===== src/rtl/rca16_multiword_seq.sv =====
// Wide add/subtract sequencer: one shared 16-bit ripple-carry adder handles one
// slice per clock, LSB slice first. The carry is held in a register between slices.
module RippleCarryAdder16 (
  input  logic [15:0] a_i,
  input  logic [15:0] b_i,
  input  logic        cin_i,
  output logic [15:0] sum_o,
  output logic        cout_o
);
  function automatic logic [1:0] full_add(input logic a, input logic b, input logic c);
    full_add = {(a & b) | (a & c) | (b & c), a ^ b ^ c};
  endfunction

  logic [16:0] carry_s;
  logic [1:0]  fa_s;

  // Bit-serial carry ripple through sixteen full adders.
  always_comb begin
    carry_s    = 17'd0;
    sum_o      = 16'd0;
    fa_s       = 2'd0;
    carry_s[0] = cin_i;
    for (int i = 0; i < 16; i++) begin
      fa_s           = full_add(a_i[i], b_i[i], carry_s[i]);
      sum_o[i]       = fa_s[0];
      carry_s[i + 1] = fa_s[1];
    end
  end

  assign cout_o = carry_s[16];
endmodule

module rca16_multiword_seq #(
  parameter int WORDS = 4
) (
  input  logic                clk,
  input  logic                rst_n,
  input  logic                start,
  input  logic                sub,
  input  logic [16*WORDS-1:0] A,
  input  logic [16*WORDS-1:0] B,
  output logic                busy,
  output logic                done,
  output logic [16*WORDS-1:0] sum,
  output logic                cout,
  output logic                overflow
);
  localparam int W     = 16 * WORDS;
  localparam int IDX_W = $clog2(WORDS);

  typedef enum logic [1:0] {
    S_IDLE = 2'd0,
    S_RUN  = 2'd1,
    S_DONE = 2'd2
  } state_t;

  state_t           state_q;
  logic [IDX_W-1:0] idx_q;
  logic [IDX_W-1:0] idx_d;
  logic             carry_q;
  logic             sub_q;
  logic [W-1:0]     a_q;
  logic [W-1:0]     b_q;
  logic [W-1:0]     sum_q;
  logic             busy_q;
  logic             done_q;
  logic             cout_q;
  logic             ovf_q;

  logic [15:0]      a_slice_s;
  logic [15:0]      b_slice_s;
  logic [15:0]      slice_sum_s;
  logic             slice_cout_s;
  logic             slice_ovf_s;
  logic             last_s;

  assign a_slice_s = a_q[{idx_q, 4'd0} +: 16];
  assign b_slice_s = b_q[{idx_q, 4'd0} +: 16] ^ {16{sub_q}};
  assign idx_d     = idx_q + IDX_W'(1);
  assign last_s    = (idx_q == IDX_W'(WORDS - 1));

  RippleCarryAdder16 u_adder (
    .a_i    (a_slice_s),
    .b_i    (b_slice_s),
    .cin_i  (carry_q),
    .sum_o  (slice_sum_s),
    .cout_o (slice_cout_s)
  );

  // Carry into bit 15 is recovered from the sum bit, so the adder needs no extra tap.
  assign slice_ovf_s = a_slice_s[15] ^ b_slice_s[15] ^ slice_sum_s[15] ^ slice_cout_s;

  // Sequencer FSM with all datapath and handshake registers.
  always_ff @(posedge clk or negedge rst_n) begin
    if (!rst_n) begin
      state_q <= S_IDLE;
      idx_q   <= '0;
      carry_q <= 1'b0;
      sub_q   <= 1'b0;
      a_q     <= '0;
      b_q     <= '0;
      sum_q   <= '0;
      busy_q  <= 1'b0;
      done_q  <= 1'b0;
      cout_q  <= 1'b0;
      ovf_q   <= 1'b0;
    end else begin
      case (state_q)
        S_IDLE: begin
          done_q <= 1'b0;
          if (start) begin
            a_q     <= A;
            b_q     <= B;
            sub_q   <= sub;
            carry_q <= sub;
            idx_q   <= '0;
            busy_q  <= 1'b1;
            state_q <= S_RUN;
          end else begin
            busy_q  <= 1'b0;
            state_q <= S_IDLE;
          end
        end
        S_RUN: begin
          sum_q[{idx_q, 4'd0} +: 16] <= slice_sum_s;
          carry_q <= slice_cout_s;
          idx_q   <= idx_d;
          if (last_s) begin
            cout_q  <= slice_cout_s;
            ovf_q   <= slice_ovf_s;
            busy_q  <= 1'b0;
            done_q  <= 1'b1;
            state_q <= S_DONE;
          end else begin
            busy_q  <= 1'b1;
            state_q <= S_RUN;
          end
        end
        S_DONE: begin
          done_q  <= 1'b0;
          busy_q  <= 1'b0;
          state_q <= S_IDLE;
        end
        default: begin
          done_q  <= 1'b0;
          busy_q  <= 1'b0;
          state_q <= S_IDLE;
        end
      endcase
    end
  end

  assign busy     = busy_q;
  assign done     = done_q;
  assign sum      = sum_q;
  assign cout     = cout_q;
  assign overflow = ovf_q;
endmodule

===== config.mk =====
export PLATFORM = sky130hd
export DESIGN_NAME = rca16_multiword_seq
export DESIGN_NICKNAME = d
export VERILOG_FILES = /design/src/rtl/rca16_multiword_seq.sv
export SDC_FILE = /design/constraint.sdc
export NUM_CORES = 1
export LEC_CHECK = 0
export ABC_AREA = 1
export BUFFER_PORTS_ARGS = -buffer_cell sky130_fd_sc_hd__buf_2
export CORE_UTILIZATION = 55
export DETAILED_ROUTE_END_ITERATION = 16
export PLACE_DENSITY = 0.9
export SLEW_MARGIN = 25
export SYNTH_ARGS = -nofsm -noshare
export SYNTH_HDL_FRONTEND = slang
export SYNTH_SLANG_ARGS = --single-unit

===== constraint.sdc =====
create_clock -name clk -period 9.8 [get_ports clk]
set_input_delay 0.49 -clock clk [delete_from_list [all_inputs] [get_ports clk]]
set_output_delay 0.49 -clock clk [all_outputs]
set_load 0.01 [all_outputs]

==> impl_metrics.ini, run 1 <==
[status]
run_status = finished, final reports clean

[worst_setup_path]
r2r_start = idx_q[0]
slowest_delay_ns = 0.78
ff2ff_setup_slack_ns = 1.26
cp-start-kind = flop
crit_path_end_kind = flop
path_class = reg2reg
crit_start = idx_q[0]
cp.arrival_ns = 8.92
cpMaxStageDelayCell = dfrtp_2
worst-path-max-fanout = 50
cpMostUsedCell = fa_1
cp.required_ns = 10.18

[yosys]
synth.net_count = 1311
syn_area_per_cell_um2 = 8.079
ys_ff_latch = 201
synth-seq-area-share_pct = 53.86
synth_area_mm2 = 0.009339
ys_warn_count = 0
netlist_instances = 1156
synthDistinctLibCells = 20

[clock_tree]
clock_path_buffers = 3
cts.sinks = 201
insertion_delay_ns = 0.50
cts_setup_buffers = 0
cts_htree_levels = 1
cts_tree = yes
cts_buffers = 20
root_buffer = clkbuf_16
path_clk_slew_ns = 0.06

[hold_path]
worstHoldStart = A[19]
hold_class = in2reg

[layout]
nets = 1472
final_common_cell = nand2_1
multi_input_area_mm2 = 0.003896
drive_gt1_share_pct = 18.72
mostFrequentLayoutCells = nand2_1 (592), dfrtp_1 (200), buf_2 (198), nand3_1 (100), o21ai_1 (48)
final_cells = 1550
diodes = 0
fill_cells = 1323
seq_area_mm2 = 0.005031
area_delta_synth_final_pct = 18.01

[floorplanning]
initial_core_util_pct = 56.32
die_area_mm2 = 0.01750
die_x_um = 132.3
num_io_pins = 200
dieHeight_um = 132.3
coreArea_mm2 = 0.01658
rows = 47

[sta]
relSlewSlack_pct = 35.98
max_freq_mhz = 117.1
hold_violations = 0
setup_tns_ns = 0
setup_viol = 0
drv_slew = 0
finClkSkew_ns = 0.01731
worst_pin_slew_ns = 0.9580
final.min_clock_period_ns = 8.539
rsz0062_at_grt = no
fin_crit_sh_pct = 87.13

[place]
finalWeightedCongestion = 0.9096
io_buffers = 199
placed_cells = 1513
dpl.hpwl_um = 17660

[route]
drt-total-wl_um = 25030
top_layer = met4
drtAntennaViolNets = 0
route.met2.wl_um = 11920
wl_met3_um = 2047
drc_errors = 0
dr.pass1.iters = 6
drt-vias-per-instance = 5.527
drt-met1-wl_um = 10030
drtIter0Drc = 948
via_count = 8567
post_drt_wl_per_cell_um = 16.15

[grt]
grt.overflow.total = 0
grt_start_max_net_pins = 133
grt_pass1_vias = 8133
grt_antenna_before_repair = 0
grt.total_usage_pct = 29.36
grt_pass1_wl_um = 40370

[power]
clkPwrFrac_pct = 16.6
combPwrFrac_pct = 51.5
irDropWorstVdd_v = 0.0002881
p_int_mw = 2.424
sw_frac_of_total_pct = 47.04
p_leak_nw = 5.936
p_total_mw = 4.578
pwr-share-seq_pct = 31.9
p_sw_mw = 2.153
pwr_density_cell_mw_per_mm2 = 415.4

[flow_run]
cap_viol_max_count = 0
## stage by stage
| stage | instance area [µm²] | util [%] | setup slack [ns] | hold slack [ns] |
|---|---|---|---|---|
| floorplan | 9339 | - | 2.455 | 0.1944 |
| detailed placement | 10330 | 62.31 | 1.439 | 0.4544 |
| global route | 11020 | 66.46 | 0.8146 | 0.1877 |
| CTS | 10980 | 66.22 | 1.376 | 0.1814 |
| finish | 11020 | 66.46 | 1.262 | 0.1891 |
| global placement | 10330 | 62.31 | 1.708 | 0.4509 |
## kinds of logic (layout without fill, tap and decap cells)
group | Yosys count | after routing | share of synthesized area [%]
simple gates | 732 | 732 | 31.16
fa+ha+maj | 23 | 23 | 4.368
compound gates | 111 | 111 | 6.190
flops | 201 | 201 | 53.86
buf+inv | 89 | 263 | 4.421
## cell usage after synthesis (all sizes together)
| cell | instances | area, µm² |
|---|---|---|
| clkinv | 1 | 3.750 |
| inv | 20 | 75.07 |
| nor2 | 37 | 161.4 |
| dfrtp | 201 | 5030 |
| nand3 | 102 | 520.5 |
| o211ai | 2 | 15.01 |
| o22ai | 14 | 87.58 |
| buf | 51 | 270.3 |
| clkbuf | 17 | 63.81 |
| ha | 7 | 87.58 |
| nand2 | 593 | 2228 |
| o21ai | 95 | 475.5 |
| fa | 16 | 320.3 |
## path summary, 6_finish.rpt
kind,cells after the start,endpoint
max,30,overflow
min,3,a_q[19]
max reg2reg,30,overflow
min reg2reg,2,a_q[42]
max in group asynchronous,3,b_q[31]
min in group asynchronous,2,sum[35]
## critical path, delay by kind of cell (launching register included)
family,cells,cell delay [ns]
buf+inv,4,0.78
simple gates,10,0.84
fa+ha+maj,16,6.03
flops,1,0.78
## per-layer routing
metal / vias up / GRT usage [%]
met5: - / 0
met4: 0 / 12.52
met3: 91 / 3.768
met2: 484 / 48.30
met1: 4018 / 39.57
li1: 3974 / -
## cell type report
class / count / area share, %
flip-flops and latches: 201 / 45.65
clock inverters: 5 / 0.4541
multi-input cells: 866 / 35.35
inverters: 21 / 0.7266
clock buffers: 30 / 5.438
well taps: 220 / 2.498
repair buffers: 207 / 9.877
## state kept, by name (all words and copies together) (netlist names), 2 cells and up
signal / flops
a_q: 64
b_q: 64
idx_q: 2
state_q: 2
sum: 64
## what timing repair did
item | CTS | global route
hold endpoints to repair | 0 | 60
hold buffers | 0 | 1
gates resized for setup | 0 | 0
## power by group through the flow
stage / combinational (mW) / sequential, mW / clock (mW)
floorplan: 1.53 / 1.39 / 0
global placement: 2.18 / 1.45 / 0
detailed placement: 2.28 / 1.46 / 0
CTS: 2.31 / 1.45 / 0.765
global route: 2.59 / 1.49 / 0.793
finish: 2.36 / 1.46 / 0.761
No activity file was read; power rests on OpenSTA's default activity.
==> run 2, diff against run 1 <==
- PLACE_DENSITY: 0.9 -> 0.8
==> run 2 against run 1 <==
Worst hold slack better by 0.0023 ns. Via count down 3.2%. Sequential cell count unchanged. Cell count up 0.13%. Critical path type unchanged. Highest routed layer unchanged.
==> impl_metrics.ini, run 2 (synthesis results as in run 1) <==
[clock_tree]
insertion_delay_ns = 0.50
cts_tree = yes
root_buffer = clkbuf_16
path_clk_slew_ns = 0.06
clock_path_buffers = 3
cts_htree_levels = 1
ctsResizeCount = 0
cts.sinks = 201
cts_buffers = 21

[worst_setup_path]
worst-path-max-fanout = 47
r2r_start = idx_q[0]
crit_start = idx_q[0]
cp.arrival_ns = 8.83
ff2ff_setup_slack_ns = 1.38
cp-start-kind = flop
crit_path_end_kind = flop
r2r_end = sum[31]
r2r_cells = 27
path_class = reg2reg
cp.required_ns = 10.21
crit_end = sum[31]

[power]
pwr-share-seq_pct = 32.2
irDropWorstVdd_v = 0.0002558
p_int_mw = 2.417
pwr_density_cell_mw_per_mm2 = 410.4
combPwrFrac_pct = 50.8
p_sw_mw = 2.104
clkPwrFrac_pct = 17.1
sw_frac_of_total_pct = 46.54
p_leak_nw = 5.936

[route]
drtAntennaViolNets = 0
drt-total-wl_um = 24410
post_drt_wl_per_cell_um = 15.73
drc_errors = 0
drtIter0Drc = 838
via_count = 8294
dr.pass1.iters = 5
drt-vias-per-instance = 5.344

[grt]
grt_antenna_before_repair = 0
grt_pass1_vias = 7763
grt_start_max_net_pins = 134
grt.overflow.total = 0
grt_pass1_wl_um = 39890
grt.total_usage_pct = 28.95

[flow_run]
cap_viol_max_count = 0

[place]
finalWeightedCongestion = 0.8636
dpl.hpwl_um = 17020
io_buffers = 199
placed_cells = 1514
place_ws_ns = 1.492

[floorplanning]
die_area_mm2 = 0.01750
dieHeight_um = 132.3
rows = 47
initial_core_util_pct = 56.32
coreArea_mm2 = 0.01658
num_io_pins = 200
die_x_um = 132.3

[hold_path]
hold_class = in2reg

[layout]
final_cells = 1552
mostFrequentLayoutCells = nand2_1 (592), dfrtp_1 (200), buf_2 (198), nand3_1 (100), o21ai_1 (48)
diodes = 0
area_delta_synth_final_pct = 17.95
drive_gt1_share_pct = 18.77
nets = 1473
final_common_cell = nand2_1

[sta]
rsz0062_at_grt = no
worst_pin_slew_ns = 0.9780
setup_ws_ns = 1.381
relSlewSlack_pct = 34.64
final.min_clock_period_ns = 8.419
finClkSkew_ns = 0.009339
setup_tns_ns = 0
max_freq_mhz = 118.8
setup_viol = 0
hold_violations = 0
fin_crit_sh_pct = 85.91
drv_slew = 0

[status]
run_status = finished, final reports clean
-- run 2: cell count changes in the layout (fill, tap and decap cells not counted), sizes merged --
| cell | delta |
|---|---|
| buf | -1 |
| clkbuf | +2 |
| clkinv | +1 |
-- run 2: layout make-up --
type	instances	area (µm²)
clock buffers	31	603.1
clock inverters	6	55.05
fillers	1424	5568
inverters	21	80.08
multi-input cells	866	3896
flip-flops and latches	201	5031
well taps	220	275.3
repair buffers	207	1075
-- run 2: how the worst min path moves through the flow --
stage | start | to | slack (ns) | cells after the start
4_1_cts | B[44] | b_q[44] | 0.18 | 3
3_3_place_gp | a_q[45] | a_q[45] | 0.45 | 2
6_report | B[7] | b_q[7] | 0.19 | 3
2_1_floorplan | rst_n | a_q[0] | 0.19 | 0
3_5_place_dp | a_q[37] | a_q[37] | 0.45 | 2
5_1_grt | B[7] | b_q[7] | 0.18 | 3
-- run 2: power groups by stage --
stage	Sequential [mW]	Combinational, mW	Clock [mW]
2_1_floorplan	1.39	1.53	0
3_3_place_gp	1.45	2.20	0
3_5_place_dp	1.45	2.25	0
4_1_cts	1.45	2.26	0.780
5_1_grt	1.49	2.53	0.816
6_report	1.45	2.30	0.772
-- run 2: per-stage QoR --
stage	utilization [%]	cell area (µm²)	power [mW]	hold slack (ns)
after floorplan	-	9339	2.928	0.1944
final	66.43	11020	4.521	0.1914
after global placement	62.35	10340	3.649	0.4507
after detailed placement	62.35	10340	3.707	0.4533
after global routing	66.43	11020	4.835	0.1834
after CTS	66.38	11010	4.490	0.1764
-- run 2: per-layer routing --
layer  wire length [µm]  share of wire [%]  track usage (%)
met1              10590                 43            41.38
met2              11550                 47            46.77
met3               1650                6.8            3.268
met4                616                2.5            9.132
met5                  0                  0                0
-- run 2: critical path: stages, from the launching register on --
cell and delay [ns]:
dfrtp_2 0.81, inv_2 0.50, nand2_1 0.15, nand3_1 0.10
nand2_1 0.10, nand2_1 0.05, nand2_1 0.08, fa_1 0.18
fa_1 0.16, inv_1 0.05, fa_1 0.38, fa_1 0.40
fa_1 0.40, fa_1 0.40, fa_1 0.40, fa_1 0.40
fa_1 0.40, fa_1 0.39, fa_1 0.39, fa_1 0.40
fa_1 0.39, fa_1 0.38, fa_1 0.38, inv_1 0.08
fa_1 0.42, inv_1 0.15, nand3_1 0.13, o21ai_1 0.23
-- run 2: repair_timing --
item | 4_1_cts | 5_1_grt
buffers inserted | 0 | 0
hold endpoints to repair | 6 | 0
hold buffers | 1 | 0
